==> src/rtl/genetic_pkg.sv <==
// Shared definitions for the genetic repressor circuit: field offsets, output
// offsets, accumulator state encoding and the two target logic functions.
package genetic_pkg;

  localparam int FIELD_W = 5;
  localparam int OUT_W   = 2;

  localparam int IDX_A = 0;
  localparam int IDX_B = 1;
  localparam int IDX_C = 2;
  localparam int IDX_D = 3;
  localparam int IDX_E = 4;

  localparam int OUT1 = 0;
  localparam int OUT2 = 1;

  typedef enum logic {
    ACC_OFF = 1'b0,
    ACC_ON  = 1'b1
  } acc_state_t;

  function automatic logic target_t1(input logic a, input logic b, input logic c);
    return ~((~a & b) | (c & ~b));
  endfunction

  // out2 is pulled high by t1 as well as by its own d/e repressor pair
  function automatic logic target_t2(input logic a, input logic b, input logic c,
                                     input logic d, input logic e);
    return (d & ~e) | target_t1(a, b, c);
  endfunction

endpackage

==> src/rtl/genetic_accumulator.sv <==
// One saturating accumulator with ON/OFF hysteresis, an optional freeze while
// ON (latch hold) and a clear that forces the counter back to rest.
module genetic_accumulator
  import genetic_pkg::*;
#(
  parameter int DELAY = 4,
  parameter int CW    = $clog2(DELAY + 1)
) (
  input  logic clk,
  input  logic reset,
  input  logic target,
  input  logic latch_hold_en,
  input  logic latch_clr,
  output logic state_on,
  output logic state_on_nxt
);

  localparam logic [CW-1:0] CNT_MAX = CW'(DELAY);

  acc_state_t    state_q, state_d;
  logic [CW-1:0] cnt_q, cnt_d;

  always_ff @(posedge clk) begin
    if (reset) begin
      cnt_q   <= '0;
      state_q <= ACC_OFF;
    end else begin
      cnt_q   <= cnt_d;
      state_q <= state_d;
    end
  end

  // Clear dominates everything; a latched ON output ignores its target.
  // Otherwise the state only moves when the counter hits an end stop.
  always_comb begin
    cnt_d   = cnt_q;
    state_d = state_q;
    if (latch_clr) begin
      cnt_d   = '0;
      state_d = ACC_OFF;
    end else if (latch_hold_en && (state_q == ACC_ON)) begin
      cnt_d   = CNT_MAX;
      state_d = ACC_ON;
    end else begin
      if (target) begin
        cnt_d = (cnt_q == CNT_MAX) ? CNT_MAX : cnt_q + CW'(1);
      end else begin
        cnt_d = (cnt_q == '0) ? '0 : cnt_q - CW'(1);
      end
      if (cnt_d == CNT_MAX) begin
        state_d = ACC_ON;
      end else if (cnt_d == '0) begin
        state_d = ACC_OFF;
      end
    end
  end

  assign state_on     = (state_q == ACC_ON);
  assign state_on_nxt = (state_d == ACC_ON);

endmodule

==> src/rtl/genetic_circuit_seq.sv <==
// CH-channel sequential genetic logic block with delayed outputs and a change
// event port. Define GENETIC_LATCH_EN to honour the per-channel latch_mode.
module genetic_circuit_seq
  import genetic_pkg::*;
#(
  parameter int CH    = 2,
  parameter int DELAY = 4
) (
  input  logic                  clk,
  input  logic                  reset,
  input  logic [FIELD_W*CH-1:0] in_bus,
  input  logic [CH-1:0]         latch_mode,
  input  logic [CH-1:0]         latch_clr,
  output logic [OUT_W*CH-1:0]   out_bus,
  output logic                  evt_valid,
  input  logic                  evt_ready,
  output logic [OUT_W*CH-1:0]   evt_data,
  output logic                  evt_ovf
);

  localparam int CW = $clog2(DELAY + 1);

  logic [OUT_W*CH-1:0] target;
  logic [OUT_W*CH-1:0] out_q;
  logic [OUT_W*CH-1:0] out_nxt;
  logic [CH-1:0]       hold_en;
  logic                out_change;

`ifdef GENETIC_LATCH_EN
  assign hold_en = latch_mode;
`else
  logic unused_latch_mode;
  assign hold_en           = '0;
  assign unused_latch_mode = ^latch_mode;
`endif

  for (genvar i = 0; i < CH; i++) begin : g_ch
    logic [FIELD_W-1:0] field;
    assign field = in_bus[FIELD_W*i +: FIELD_W];

    assign target[OUT_W*i + OUT1] = target_t1(field[IDX_A], field[IDX_B], field[IDX_C]);
    assign target[OUT_W*i + OUT2] = target_t2(field[IDX_A], field[IDX_B], field[IDX_C],
                                              field[IDX_D], field[IDX_E]);

    for (genvar k = 0; k < OUT_W; k++) begin : g_out
      genetic_accumulator #(
        .DELAY(DELAY),
        .CW   (CW)
      ) u_acc (
        .clk          (clk),
        .reset        (reset),
        .target       (target[OUT_W*i + k]),
        .latch_hold_en(hold_en[i]),
        .latch_clr    (latch_clr[i]),
        .state_on     (out_q[OUT_W*i + k]),
        .state_on_nxt (out_nxt[OUT_W*i + k])
      );
    end
  end

  assign out_bus    = out_q;
  assign out_change = (out_nxt != out_q);

  // Snapshot the new output on the edge it changes so the event carries no
  // extra latency; a change that cannot be taken is flagged, never queued.
  always_ff @(posedge clk) begin
    if (reset) begin
      evt_valid <= 1'b0;
      evt_data  <= '0;
      evt_ovf   <= 1'b0;
    end else if (out_change) begin
      if (!evt_valid || evt_ready) begin
        evt_valid <= 1'b1;
        evt_data  <= out_nxt;
      end else begin
        evt_ovf <= 1'b1;
      end
    end else if (evt_valid && evt_ready) begin
      evt_valid <= 1'b0;
    end
  end

endmodule

==> config.mk <==
export PLATFORM = sky130hd
export DESIGN_NAME = genetic_circuit_seq
export DESIGN_NICKNAME = d
export VERILOG_FILES = /design/src/rtl/genetic_pkg.sv /design/src/rtl/genetic_accumulator.sv /design/src/rtl/genetic_circuit_seq.sv
export SDC_FILE = /design/constraint.sdc
export NUM_CORES = 1
export LEC_CHECK = 0
export ABC_CLOCK_PERIOD_IN_PS = 2850
export BUFFER_PORTS_ARGS = -buffer_cell sky130_fd_sc_hd__buf_2
export CELL_PAD_IN_SITES_DETAIL_PLACEMENT = 1
export CELL_PAD_IN_SITES_GLOBAL_PLACEMENT = 1
export CORE_MARGIN = 4
export CORE_UTILIZATION = 39
export CTS_BUF_LIST = sky130_fd_sc_hd__clkbuf_8
export DETAILED_ROUTE_END_ITERATION = 8
export MAX_ROUTING_LAYER = met4
export PLACE_DENSITY_LB_ADDON = 0.1
export SLEW_MARGIN = 20
export SYNTH_ARGS = -nofsm -noshare
export SYNTH_HDL_FRONTEND = slang
export SYNTH_SLANG_ARGS = --single-unit
==> constraint.sdc <==
create_clock -name clk -period 2.85 [get_ports clk]
set_input_delay 0.1425 -clock clk [delete_from_list [all_inputs] [get_ports clk]]
set_output_delay 0.1425 -clock clk [all_outputs]
set_load 0.05 [all_outputs]
==> impl.org, run 1 <==
** STA
- Setup total negative slack :: 0 ps
- Setup violations remaining at the end of the flow were counted as 0.
- Final hold analysis gives a worst-case slack of 123 ps.
- Smallest setup slack after layout :: 103 ps
- Based on the critical path, the design can be clocked at up to 364 MHz.
- Setup clock skew after layout :: 7.11 ps
- After layout, the minimum clock period comes to 2750 ps.
- Slew Viols, Final :: 0
- Setup repair after global routing missed its margin :: no
- Worst Tran Pin Value :: 482 ps
- Headroom to the max-slew limit came out at 67.9%.
- Post-route fraction of the period consumed by the critical path :: 96.4%
- The hold violation total from the final report came to 0.

** Power and ir drop
- Net switching is 32.1% of the power.
- Of the total power, combinational logic draws 28.8%.
- The share of total power dissipated in the clock network is 28.9%.
- Power density over the cells :: 464 mW/mm^2
- Internal power :: 0.000543 W
- Sequential cell fraction of total power :: 42.4%
- The worst-case IR drop observed on VDD is 0.193 mV.
- Switching power total :: 0.000256 W
- Leakage Power :: 0.765 nW

** Global route
- Via count of the first global-routing pass :: 1355
- Largest net degree at the start of global routing :: 13
- The number of antenna violations at the first check in global routing came to 0.
- Total gr overflow :: 0
- Wire length of the first global-routing pass :: 6070 um
- Global routing used 15.6% of the available tracks across all layers.

** Floorplan
- For this configuration, the core starts out at a cell density of 40.7%.
- Row generation in the floorplan step produced 22 rows.
- In this run the horizontal extent of the chip is 70.0 um.
- Ports :: 27
- The die covers 0.00491 mm^2.
- In this run the vertical extent of the chip is 70.0 um.
- Placeable core region :: 0.00369 mm^2

** Detailed routing
- DR vias/cell :: 5.23
- Post-detailed-route count of antenna-violating nets :: 0
- Count of unresolved DRC violations after routing :: 0
- Routed wire length :: 3490 um
- The first detailed-routing pass took 4 iterations.
- Vias post-DR :: 1256
- DRC violation total after the first TritonRoute iteration :: 47
- In the final routed layout, each cell accounts on average for 14.5 um.

** Place
- OpenSTA, run right after detailed placement, puts the worst setup slack at 3.24 ps.
- Port buffering added 24 buffers.
- After legalization and detailed placement, the total HPWL measured 2800 um.
- GP Congestion :: 0.770

** Yosys
- After synthesis, the netlist uses 46 different library cells.
- When the netlist entered floorplanning its net count stood at 197.
- Cell accounting for the most synthesized area :: dfxtp_1
- After synthesis, the share of flip-flops with an asynchronous set or reset is 0%.
- After synthesis, the largest area contributor takes up 29.3% of total cell area.
- After synthesis, the cell types taking the most area are dfxtp_1, ha_1, mux2_2.
- Avg Inst Size Synth :: 8.94 um^2
- Cells after synthesis :: 168
- After synthesis the cells add up to 0.00150 mm^2.
- Yosys printed 0 warnings.
- Top_reg_cell synth :: dfxtp_1
- Sequential fraction of the synthesis area :: 29.3%
- EDFF count, synth :: 0
- Number of synthesized register bits :: 22

** CTS
- Library cell used as clock root buffer :: clkbuf_8
- CTS built an H-tree with a depth of 1.
- Sink count of the clock tree :: 22
- Maximum buffer depth of the clock tree :: 2
- Clock tree from TritonCTS :: yes
- Clock-pin slew was measured on the worst setup and hold paths at 80 ps.
- Number of buffers created by CTS :: 3
- The later pin in the worst-skew pair is clocked with a latency of 270 ps.
- After clock tree synthesis, the flow added hold-fix buffers numbering 0.

** Setup path
- The worst setup path is of the flop to flop kind.
- Reg-to-reg startpoint :: g_ch[1].g_out[1].u_acc.cnt_q[0]$_SDFF_PP0_
- Launching element of the worst setup path :: g_ch[1].g_out[1].u_acc.cnt_q[0]$_SDFF_PP0_
- Category of the worst setup path launch point :: flop
- Critical R2R Capture :: evt_data[2]$_SDFFE_PP0P_
- Category of the worst setup path capture point :: flop
- Of all nets on the critical path, the largest fanout is 4.
- Slack of the worst reg-to-reg path :: 100 ps
- Data arrives at the worst endpoint at 2910 ps.
- For the worst flop-to-flop path, the logic depth is 10.
- Data on the critical path is required at its endpoint by 3010 ps.

** Layout
- The library cell used most frequently in the layout, excluding fill and tap cells, is buf_2.
- 0 antenna diodes ended up in the layout.
- Layout Area Growth over Synthesis :: 14.6%
- The post-route netlist has 28.1% of its cells at a drive strength greater than 1.
- In the layout the commonest cells are buf_2, nor2_1, dfxtp_1.
- Total area of sequential cells :: 443 um^2
- The filler cells instantiated in the layout total 462.
- Layout Utilization :: 46.6%
- The final layout contains 222 nets.
- The multi-input combinational cells in the finished layout cover a total of 967 um^2.

** Hold path
- Worst hold start :: reset
- The min-delay analysis places its worst path in the category input pin to flop.
- Along the worst hold path, the cell count comes to 2.
- Endpoint of the worst hold-timing path :: evt_ovf$_SDFFE_PP0P_

** Status
- Status :: completed

** Job
- The tool flagged a number of max-cap violations equal to 0.
[synthesized netlist by cell type (2+ instances only)]
cell and instances:
mux2i_1 5, inv_1 16, nor2b_1 7, mux2_2 7, a311oi_1 3, a221o_1 2
nand2b_1 5, o21ai_0 2, a211oi_1 6, nand3_1 4, clkbuf_1 2, nand4b_1 2
dfxtp_1 22, nand4_1 2, ha_1 12, xor2_1 4, nor2_1 20, or2_2 3
a21oi_1 7, buf_4 4, or2_1 2, nand2_1 7
[routing by layer]
layer,up-vias,GRT usage [%],share of wire [%]
li1,634,-,-
met1,603,18.1,47
met2,14,26.5,49
met3,5,3.45,2.7
met4,0,5.11,1.4
met5,-,-,0
[timing repair]
item                       CTS  global route
setup endpoints to repair    4             4
resized for setup            1             2
cloned                       0             0
setup buffers                0             1
hold endpoints to repair     0             0
[state kept, by name, summed over array words and instances, names as in the netlist]
register	flops
g_ch.g_out.u_acc.cnt_q	12
evt_data	4
g_ch.g_out.u_acc.state_on	4
evt_ovf	1
evt_valid	1
[how the worst max path moves through the flow]
stage,endpoint,slack [ps],cells after the start
after detailed placement,evt_data[2]$_SDFFE_PP0P_,3,10
final,evt_data[2]$_SDFFE_PP0P_,100,10
after global routing,evt_data[2]$_SDFFE_PP0P_,3,10
after floorplan,evt_data[0]$_SDFFE_PP0P_,130,10
after global placement,evt_data[2]$_SDFFE_PP0P_,50,10
after CTS,evt_data[2]$_SDFFE_PP0P_,40,10
[logic make-up (layout without fill, tap and decap cells)]
kind of cell / Yosys count / after routing / share of synthesized area, %
AOI/OAI and AO/OA: 30 / 30 / 15.6
xor gates and xnor gates: 4 / 4 / 2.33
adders and majority gates: 12 / 12 / 10.0
buffers and inverters: 22 / 46 / 6.50
DFF: 22 / 22 / 29.3
muxes: 13 / 13 / 10.1
and+or+nand+nor: 65 / 65 / 26.2
[cell type report]
class	instances	share of cell area [%]
Tap cell	48	3.49
Timing Repair Buffer	26	7.85
Inverter	16	3.49
Sequential cell	22	25.7
Multi-Input combinational cell	124	56.2
Clock buffer	4	3.20
[critical path, stage by stage (launching register included)]
cell and delay (ps):
dfxtp_2 350, inv_1 60, ha_1 200, or3b_1 350
a2111o_1 360, o311a_1 140, or4b_4 490, nand3_2 110
nor4b_4 60, nor2b_4 170, mux2_2 350
[through the flow]
step | total power (W) | cell area (um^2) | instances
finish | 0.000799 | 1720 | 240
global route | 0.000858 | 1720 | 240
CTS | 0.000814 | 1710 | 239
detailed placement | 0.000574 | 1650 | 235
global placement | 0.000562 | 1650 | 235
floorplan | 0.000519 | 1500 | 168
[power by group through the flow]
| stage | registers [W] | clock network (W) | logic (W) |
|---|---|---|---|
| global route | 0.000341 | 0.000261 | 0.000256 |
| floorplan | 0.000362 | 0 | 0.000158 |
| finish | 0.000339 | 0.000230 | 0.000230 |
| global placement | 0.000345 | 0 | 0.000217 |
| CTS | 0.000339 | 0.000244 | 0.000231 |
| detailed placement | 0.000346 | 0 | 0.000229 |
No activity file was read; power rests on OpenSTA's default activity.
==> run 2: changes to the inputs <==
--- a/config.mk
+++ b/config.mk
@@ -13,6 +13,7 @@
 export CORE_UTILIZATION = 39
 export CTS_BUF_LIST = sky130_fd_sc_hd__clkbuf_8
 export DETAILED_ROUTE_END_ITERATION = 8
+export GPL_TIMING_DRIVEN = 0
 export MAX_ROUTING_LAYER = met4
 export PLACE_DENSITY_LB_ADDON = 0.1
 export SLEW_MARGIN = 20
==> impl.org, run 2 (synthesis results as in run 1) <==
** Floorplan
- Placeable core region :: 0.00369 mm^2
- Initial Utilization :: 40.7%
- Die extent in y :: 70.0 um
- Row cnt :: 22
- For this design the top-level I/O count stands at 27.
- Measured along the x axis, the die boundary spans 70.0 um.
- Die area :: 0.00491 mm^2

** Layout
- Final Instance Count excl. Fillers :: 245
- After routing the design area is 0.00179 mm^2.
- Most frequent cells in the layout :: buf_2, nor2_1, dfxtp_1
- Fin nets :: 227
- Flip-flop count of the largest register after layout :: 12
- Share of cells above drive strength 1 :: 32.0%
- The number of antenna diodes in the final layout is 0.
- The library cell used most frequently in the layout, excluding fill and tap cells, is buf_2.
- Measured on the finished design, the core utilization comes to 48.6%.
- Compared with the post-synthesis result, the final layout area differs by 19.4%.
- Fill cells in the final layout number 463.
- The register with the most flip-flops in the final layout is g_ch.g_out.u_acc.cnt_q.

** Setup path
- Required time of the critical path :: 3010 ps
- Largest fanout of any net on the critical path :: 6
- In this design, the stage delay of the slowest critical-path cell is 490 ps.
- Traced cell by cell, the critical path runs through inv_2 > ha_4 > or3b_1 > a2111o_1 > o311a_1 > or4b_4 > nand3_2 > nor4b_4 > nor2b_4 > mux2_2.
- Among all stages on the critical path, the largest delay is contributed by or4b_4.
- Arrival time worst endpoint :: 2950 ps
- Setup Crit Path Kind :: flop to flop
- Category of the worst setup path capture point :: flop
- Crit path max-delay family :: simple AND/OR/NAND/NOR gates
- STA classifies the critical path startpoint as a flop.
- Together, buffers and inverters on the worst path number 1.

** STA
- Static timing analysis puts the maximum clock frequency at 358 MHz.
- Endpoints failing hold :: 0
- Slew HR :: 65.0%
- Setup repair after global routing missed its margin :: yes
- Post-route fraction of the period consumed by the critical path :: 97.9%
- The total count of max-transition violations in the final report was 0.
- Final setup violation count :: 0
- Crit path time final :: 2790 ps
- Setup clock skew after layout :: 2.64 ps
- On the final layout, the worst hold slack is 136 ps.
- For the pin with the worst max-slew slack, the measured transition is 525 ps.

** Status
- Status :: completed

** Global route
- Entering global routing, the biggest net connects 14 pins.
- Total gr overflow :: 0
- Wire length of the first global-routing pass :: 6120 um
- The via count of the first global-routing pass came to 1373.
- Number of antenna violations at the first check in global routing :: 0
- For this run, the total global-route usage over all layers was measured as 15.5%.

** CTS
- Maximum buffer depth of the clock tree :: 2
- The clock reaches the later pin of the worst-skew pair after 260 ps.
- Clock tree from TritonCTS :: yes
- Sink count of the clock tree :: 22
- Library cell used as clock root buffer :: clkbuf_8
- Hold-fix buffers, CTS :: 0
- In this run, CTS created clock tree buffers numbering 3.
- CTS built an H-tree with a depth of 1.
- Clock-pin slew on the worst setup and hold paths :: 80 ps

** Place
- In this run, placement finished with an instance count of 240.
- Cell Area, Placed :: 0.00168 mm^2
- Buffers placed on the I/O ports in this run total 24.
- The HPWL after detailed placement is 2840 um.
- Routability-driven placement finished with a final weighted congestion of 0.789.

** Detailed routing
- Number of detailed-routing iterations run before antenna repair :: 2
- The detail route stage leaves a number of antenna-violating nets equal to 0.
- DRC violation total after the first TritonRoute iteration :: 25
- Wires add up to 3570 um.
- Count of unresolved DRC violations after routing :: 0
- DR vias/cell :: 5.30
- Vias post-DR :: 1299
- Wire per inst :: 14.6 um

** Job
- Count of max-cap constraint violations :: 0

** Power and ir drop
- The worst-case IR drop observed on VDD is 0.292 mV.
- Leakage Power :: 0.792 nW
- Dividing total power by cell area gives a power density of 488 mW/mm^2.
- Sum of internal, switching and leakage power :: 0.000875 W

** Hold path
- The path class of the tightest hold or removal check is input pin to flop.
==> run 2: changes by cell type in the layout (fill, tap and decap cells not counted), moves of 2 or more <==
cell / previous run / this run
buf_4: 2 / 5
ha_1: 12 / 9
clkbuf_1: 0 / 2
ha_2: 0 / 2
==> run 2: what timing repair did <==
item                       4_1_cts  5_1_grt
gates resized for setup          5        6
setup buffers                    0        1
setup endpoints to repair        4        4
==> run 2: area by class of cell <==
type / instances / area, um^2 / area share, %
multi-input cells: 124 / 990 / 55.2
inverters: 16 / 60.1 / 3.35
clock buffers: 3 / 41.3 / 2.30
well taps: 48 / 60.1 / 3.35
plain buffers: 6 / 37.5 / 2.09
repair buffers: 25 / 128 / 7.12
clock inverters: 1 / 30.0 / 1.67
flip-flops and latches: 22 / 447 / 24.9
==> run 2: layer usage <==
metal	track usage [%]	vias up	part of all wire (%)
met5	-	-	0
met4	2.55	0	0.48
met3	3.17	2	2.3
met2	28.0	13	52
met1	17.9	640	45
li1	-	644	-
==> run 2: final timing paths <==
| kind | end | slack [ps] | depth (start not counted) | start |
|---|---|---|---|---|
| worst min-delay path | evt_valid$_SDFFE_PP0P_ | 140 | 2 | reset |
| worst max-delay path | evt_data[1]$_SDFFE_PP0P_ | 60 | 10 | g_ch[1].g_out[1].u_acc.cnt_q[0]$_SDFF_PP0_ |
| worst max register to register | evt_data[1]$_SDFFE_PP0P_ | 60 | 10 | g_ch[1].g_out[1].u_acc.cnt_q[0]$_SDFF_PP0_ |
| worst min register to register | g_ch[1].g_out[0].u_acc.cnt_q[0]$_SDFF_PP0_ | 460 | 1 | g_ch[1].g_out[0].u_acc.cnt_q[0]$_SDFF_PP0_ |
==> run 2: where the power goes <==
part	switching [W]	total [W]	internal (W)
clock	0.000106	0.000294	0.000188
combinational	0.000139	0.000241	0.000102
sequential	0.0000153	0.000340	0.000325
==> run 2: per-stage QoR <==
stage               TNS (ps)  setup slack [ps]
floorplan                  0               133
global placement        -137             -35.6
detailed placement      -469              -129
CTS                        0              4.97
global route           -25.9             -12.2
finish                     0              60.2
==> run 3: changes to the inputs <==
--- a/config.mk
+++ b/config.mk
@@ -19,4 +19,5 @@
 export SLEW_MARGIN = 20
 export SYNTH_ARGS = -nofsm -noshare
 export SYNTH_HDL_FRONTEND = slang
+export SYNTH_HIERARCHICAL = 1
 export SYNTH_SLANG_ARGS = --single-unit
==> impl.org, run 3 <==
** STA
- Setup violations remaining at the end of the flow were counted as 0.
- For the pin with the worst max-slew slack, the measured transition is 560 ps.
- The routed design could run at a clock period as short as 2760 ps.
- In the final timing run, aggregate negative setup slack is 0 ps.
- Post-route fraction of the period consumed by the critical path :: 96.7%
- Slew HR :: 62.4%
- Setup clock skew after layout :: 7.98 ps
- The total count of max-transition violations in the final report came to 0.
- Timing would allow up to 363 MHz.
- Endpoints failing hold :: 0

** Layout
- The library cell used most frequently in the layout, excluding fill and tap cells, is buf_2.
- Layout Utilization :: 51.1%
- Most frequent cells in the layout :: buf_2, dfxtp_1, ha_1
- Antenna fix cells :: 0
- Share of cells above drive strength 1 :: 20.6%
- Flip-flop count of the largest register after layout :: 12
- Relative to the synthesized area, the layout overhead comes to 22.2%.
- Post-route cell area :: 0.00177 mm^2
- g_ch.g_out.u_acc/cnt_q holds more flip-flops than any other register.
- For this run, the post-layout net count is 242.

** Setup path
- At the worst endpoint, the arrival time is 2910 ps.
- Traced cell by cell, the critical path runs through inv_1 > ha_1 > ha_1 > mux2_4 > o221ai_2 > o21ai_0 > a21oi_1 > xor2_1 > o41a_1 > mux2i_1.
- Setup Crit Path Kind :: flop to flop
- Critical path buffer and inverter count :: 1
- Category of the worst setup path capture point :: flop
- Of all nets on the critical path, the largest fanout is 4.
- The largest individual stage delay along the critical path comes from the cell o41a_1.
- Cell seen most often among critical-path stages :: ha_1
- STA classifies the critical path startpoint as a flop.
- In this design, the largest share of critical-path delay is due to compound AO/OA/AOI/OAI gates.
- Required time of the critical path :: 3000 ps
- The largest single stage delay on the critical path is 540 ps.

** Power and ir drop
- Leakage Power :: 0.889 nW
- Power density over the cells :: 449 mW/mm^2
- Worst VDD drop :: 0.219 mV

** Detailed routing
- DR vias/cell :: 4.93
- After detailed routing, the wire length on met1 is 1320 um.
- After the first detailed-routing iteration, the DRC count stood at 36.
- For this block, the routed nets add up to 3240 um of wire.
- After detailed routing, the number of remaining DRC violations is 0.
- The first TritonRoute pass finished after 3 iterations.
- Dividing the detail-routed wire length by the instance count gives 12.9 um.
- Highest signal layer in the routed design :: met4
- Met3 WL :: 97 um
- Vias post-DR :: 1233
- After detailed routing, the met2 layer carries 1780 um of wire.
- The count of nets left with antenna violations once routing finished came out at 0.

** Floorplan
- The total area inside the core boundary comes to 0.00347 mm^2.
- The floorplan has 21 rows.
- Die extent in y :: 69.0 um
- Initial Utilization :: 41.8%
- In this run the horizontal extent of the chip is 69.0 um.
- In this run the count of I/O pins placed on the die edge is 27.
- The die covers 0.00476 mm^2.

** Yosys
- Of all flip-flops after synthesis, the portion carrying an async set or reset was 0%.
- Number of warnings reported in the yosys synthesis log :: 6
- Combined area of all synthesized cells :: 0.00145 mm^2
- After technology mapping, the gate count stands at 164.
- Avg Inst Size Synth :: 8.85 um^2
- The commonest cells after synthesis are dfxtp_1, ha_1, inv_1, nand2_1, nand2b_1.
- Number of synthesized register bits :: 22
- Library cell with the highest instance count after synthesis :: dfxtp_1
- Cell accounting for the most synthesized area :: dfxtp_1
- Post-synth top area share :: 30.3%
- Summing the sequential cell areas from Yosys gives 30.3% of the chip area.
- Leading cell types by total area after synthesis :: dfxtp_1, ha_1, mux2i_1
- Number of distinct library cells after synthesis :: 26
- Counting flops with a built-in enable in the synthesized netlist gives 0.
- Top_reg_cell synth :: dfxtp_1

** CTS
- At the later pin of the worst-skew pair, clock insertion delay measures 270 ps.
- TritonCTS built the clock tree.
- The tree is rooted in a clkbuf_8.
- After clock tree synthesis, the clock-pin slew on the worst setup and hold paths is 90 ps.
- Hold-fix buffers, CTS :: 0
- Maximum buffer depth of the clock tree :: 2
- Buffers inserted during clock tree synthesis total 3.
- Clock tree synthesis found a total of 22 sinks.
- In this run the number of H-tree levels came out at 1.

** Global route
- Number of antenna violations at the first check in global routing :: 0
- Largest net degree at the start of global routing :: 13
- The via count of the first global-routing pass was 1305.
- Total routing resource utilization after global routing :: 13.8%
- Summed over all layers, the global routing overflow is 0.
- Wire length of the first global-routing pass :: 5440 um

** Status
- The flow ran to the end, and the final reports show no timing, DRC or antenna violations.

** Place
- GP Congestion :: 0.750
- Detailed Place HPWL :: 2590 um
- In this run the cell area measured after placement is 0.00166 mm^2.
- Buffers placed on the I/O ports in this run total 24.

** Job
- The tool flagged a number of max-cap violations equal to 0.

** Hold path
- The min-delay analysis places its worst path in the category input pin to flop.
[run 3: cell count changes in the layout (fill, tap and decap cells not counted), moves of 6 or more]
cell,delta
a211oi_1,-6
conb_1,+8
ha_1,+11
mux2_2,-7
nand2_1,+7
nor2_1,-12
nor2b_1,-6
[run 3: worst paths after layout]
check | from | to | slack, ps | depth (start not counted)
worst min-delay path | evt_ready | evt_ovf$_SDFFE_PP0P_ | 180 | 4
worst min register to register | evt_ovf$_SDFFE_PP0P_ | evt_ovf$_SDFFE_PP0P_ | 470 | 2
worst max-delay path | g_ch[1].g_out[0].u_acc/cnt_q[0]$_SDFF_PP0_ | evt_data[0]$_SDFFE_PP0P_ | 90 | 10
worst max register to register | g_ch[1].g_out[0].u_acc/cnt_q[0]$_SDFF_PP0_ | evt_data[0]$_SDFFE_PP0P_ | 90 | 10
[run 3: stage by stage]
step           hold slack [ps]  total power (W)  setup WS [ps]  std cells
2_1_floorplan              318         0.000505            271        171
3_3_place_gp               437         0.000547          -92.9        241
3_5_place_dp               455         0.000558           -212        241
4_1_cts                    178         0.000789           74.1        245
5_1_grt                    210         0.000841          -66.6        250
6_report                   182         0.000797           92.6        250
[run 3: power by group]
group / internal (W) / switching [W] / total [W]
combinational: 0.0000976 / 0.000129 / 0.000227
sequential: 0.000325 / 0.0000168 / 0.000341
clock: 0.000123 / 0.000105 / 0.000228
total: 0.000545 / 0.000251 / 0.000797
[run 3: kinds of logic after synthesis]
group	synth area share, %
AO/OA/AOI/OAI	16.9
XOR/XNOR	4.83
adder cells (fa/ha/maj)	17.2
buffers and inverters	5.17
flip-flops	30.3
multiplexers	9.66
other	0.258
AND/OR/NAND/NOR	15.6
[run 3: metal layers]
layer | vias up | track usage (%)
li1 | 624 | -
met1 | 588 | 14.9
met2 | 17 | 24.8
met3 | 4 | 2.03
met4 | 0 | 5.86
met5 | - | -
[run 3: final cells by class]
class / count / area, um^2
buffer: 1 / 3.75
tap: 46 / 57.6
fill: 442 / 1700
inverter: 19 / 71.3
multi-input combinational: 129 / 987
sequential: 22 / 440
clock buffer: 4 / 55.1
timing repair buffer: 29 / 158
[run 3: worst min-delay path, stage by stage]
cell	delay (ps)
buf_2	90
nor2b_1	50
o41ai_1	60
a21oi_1	60
[run 3: what timing repair did]
item                                    in CTS  in global routing
endpoints found under the setup margin       0                  5
setup buffers                                0                  5
gates resized for setup                      0                  9
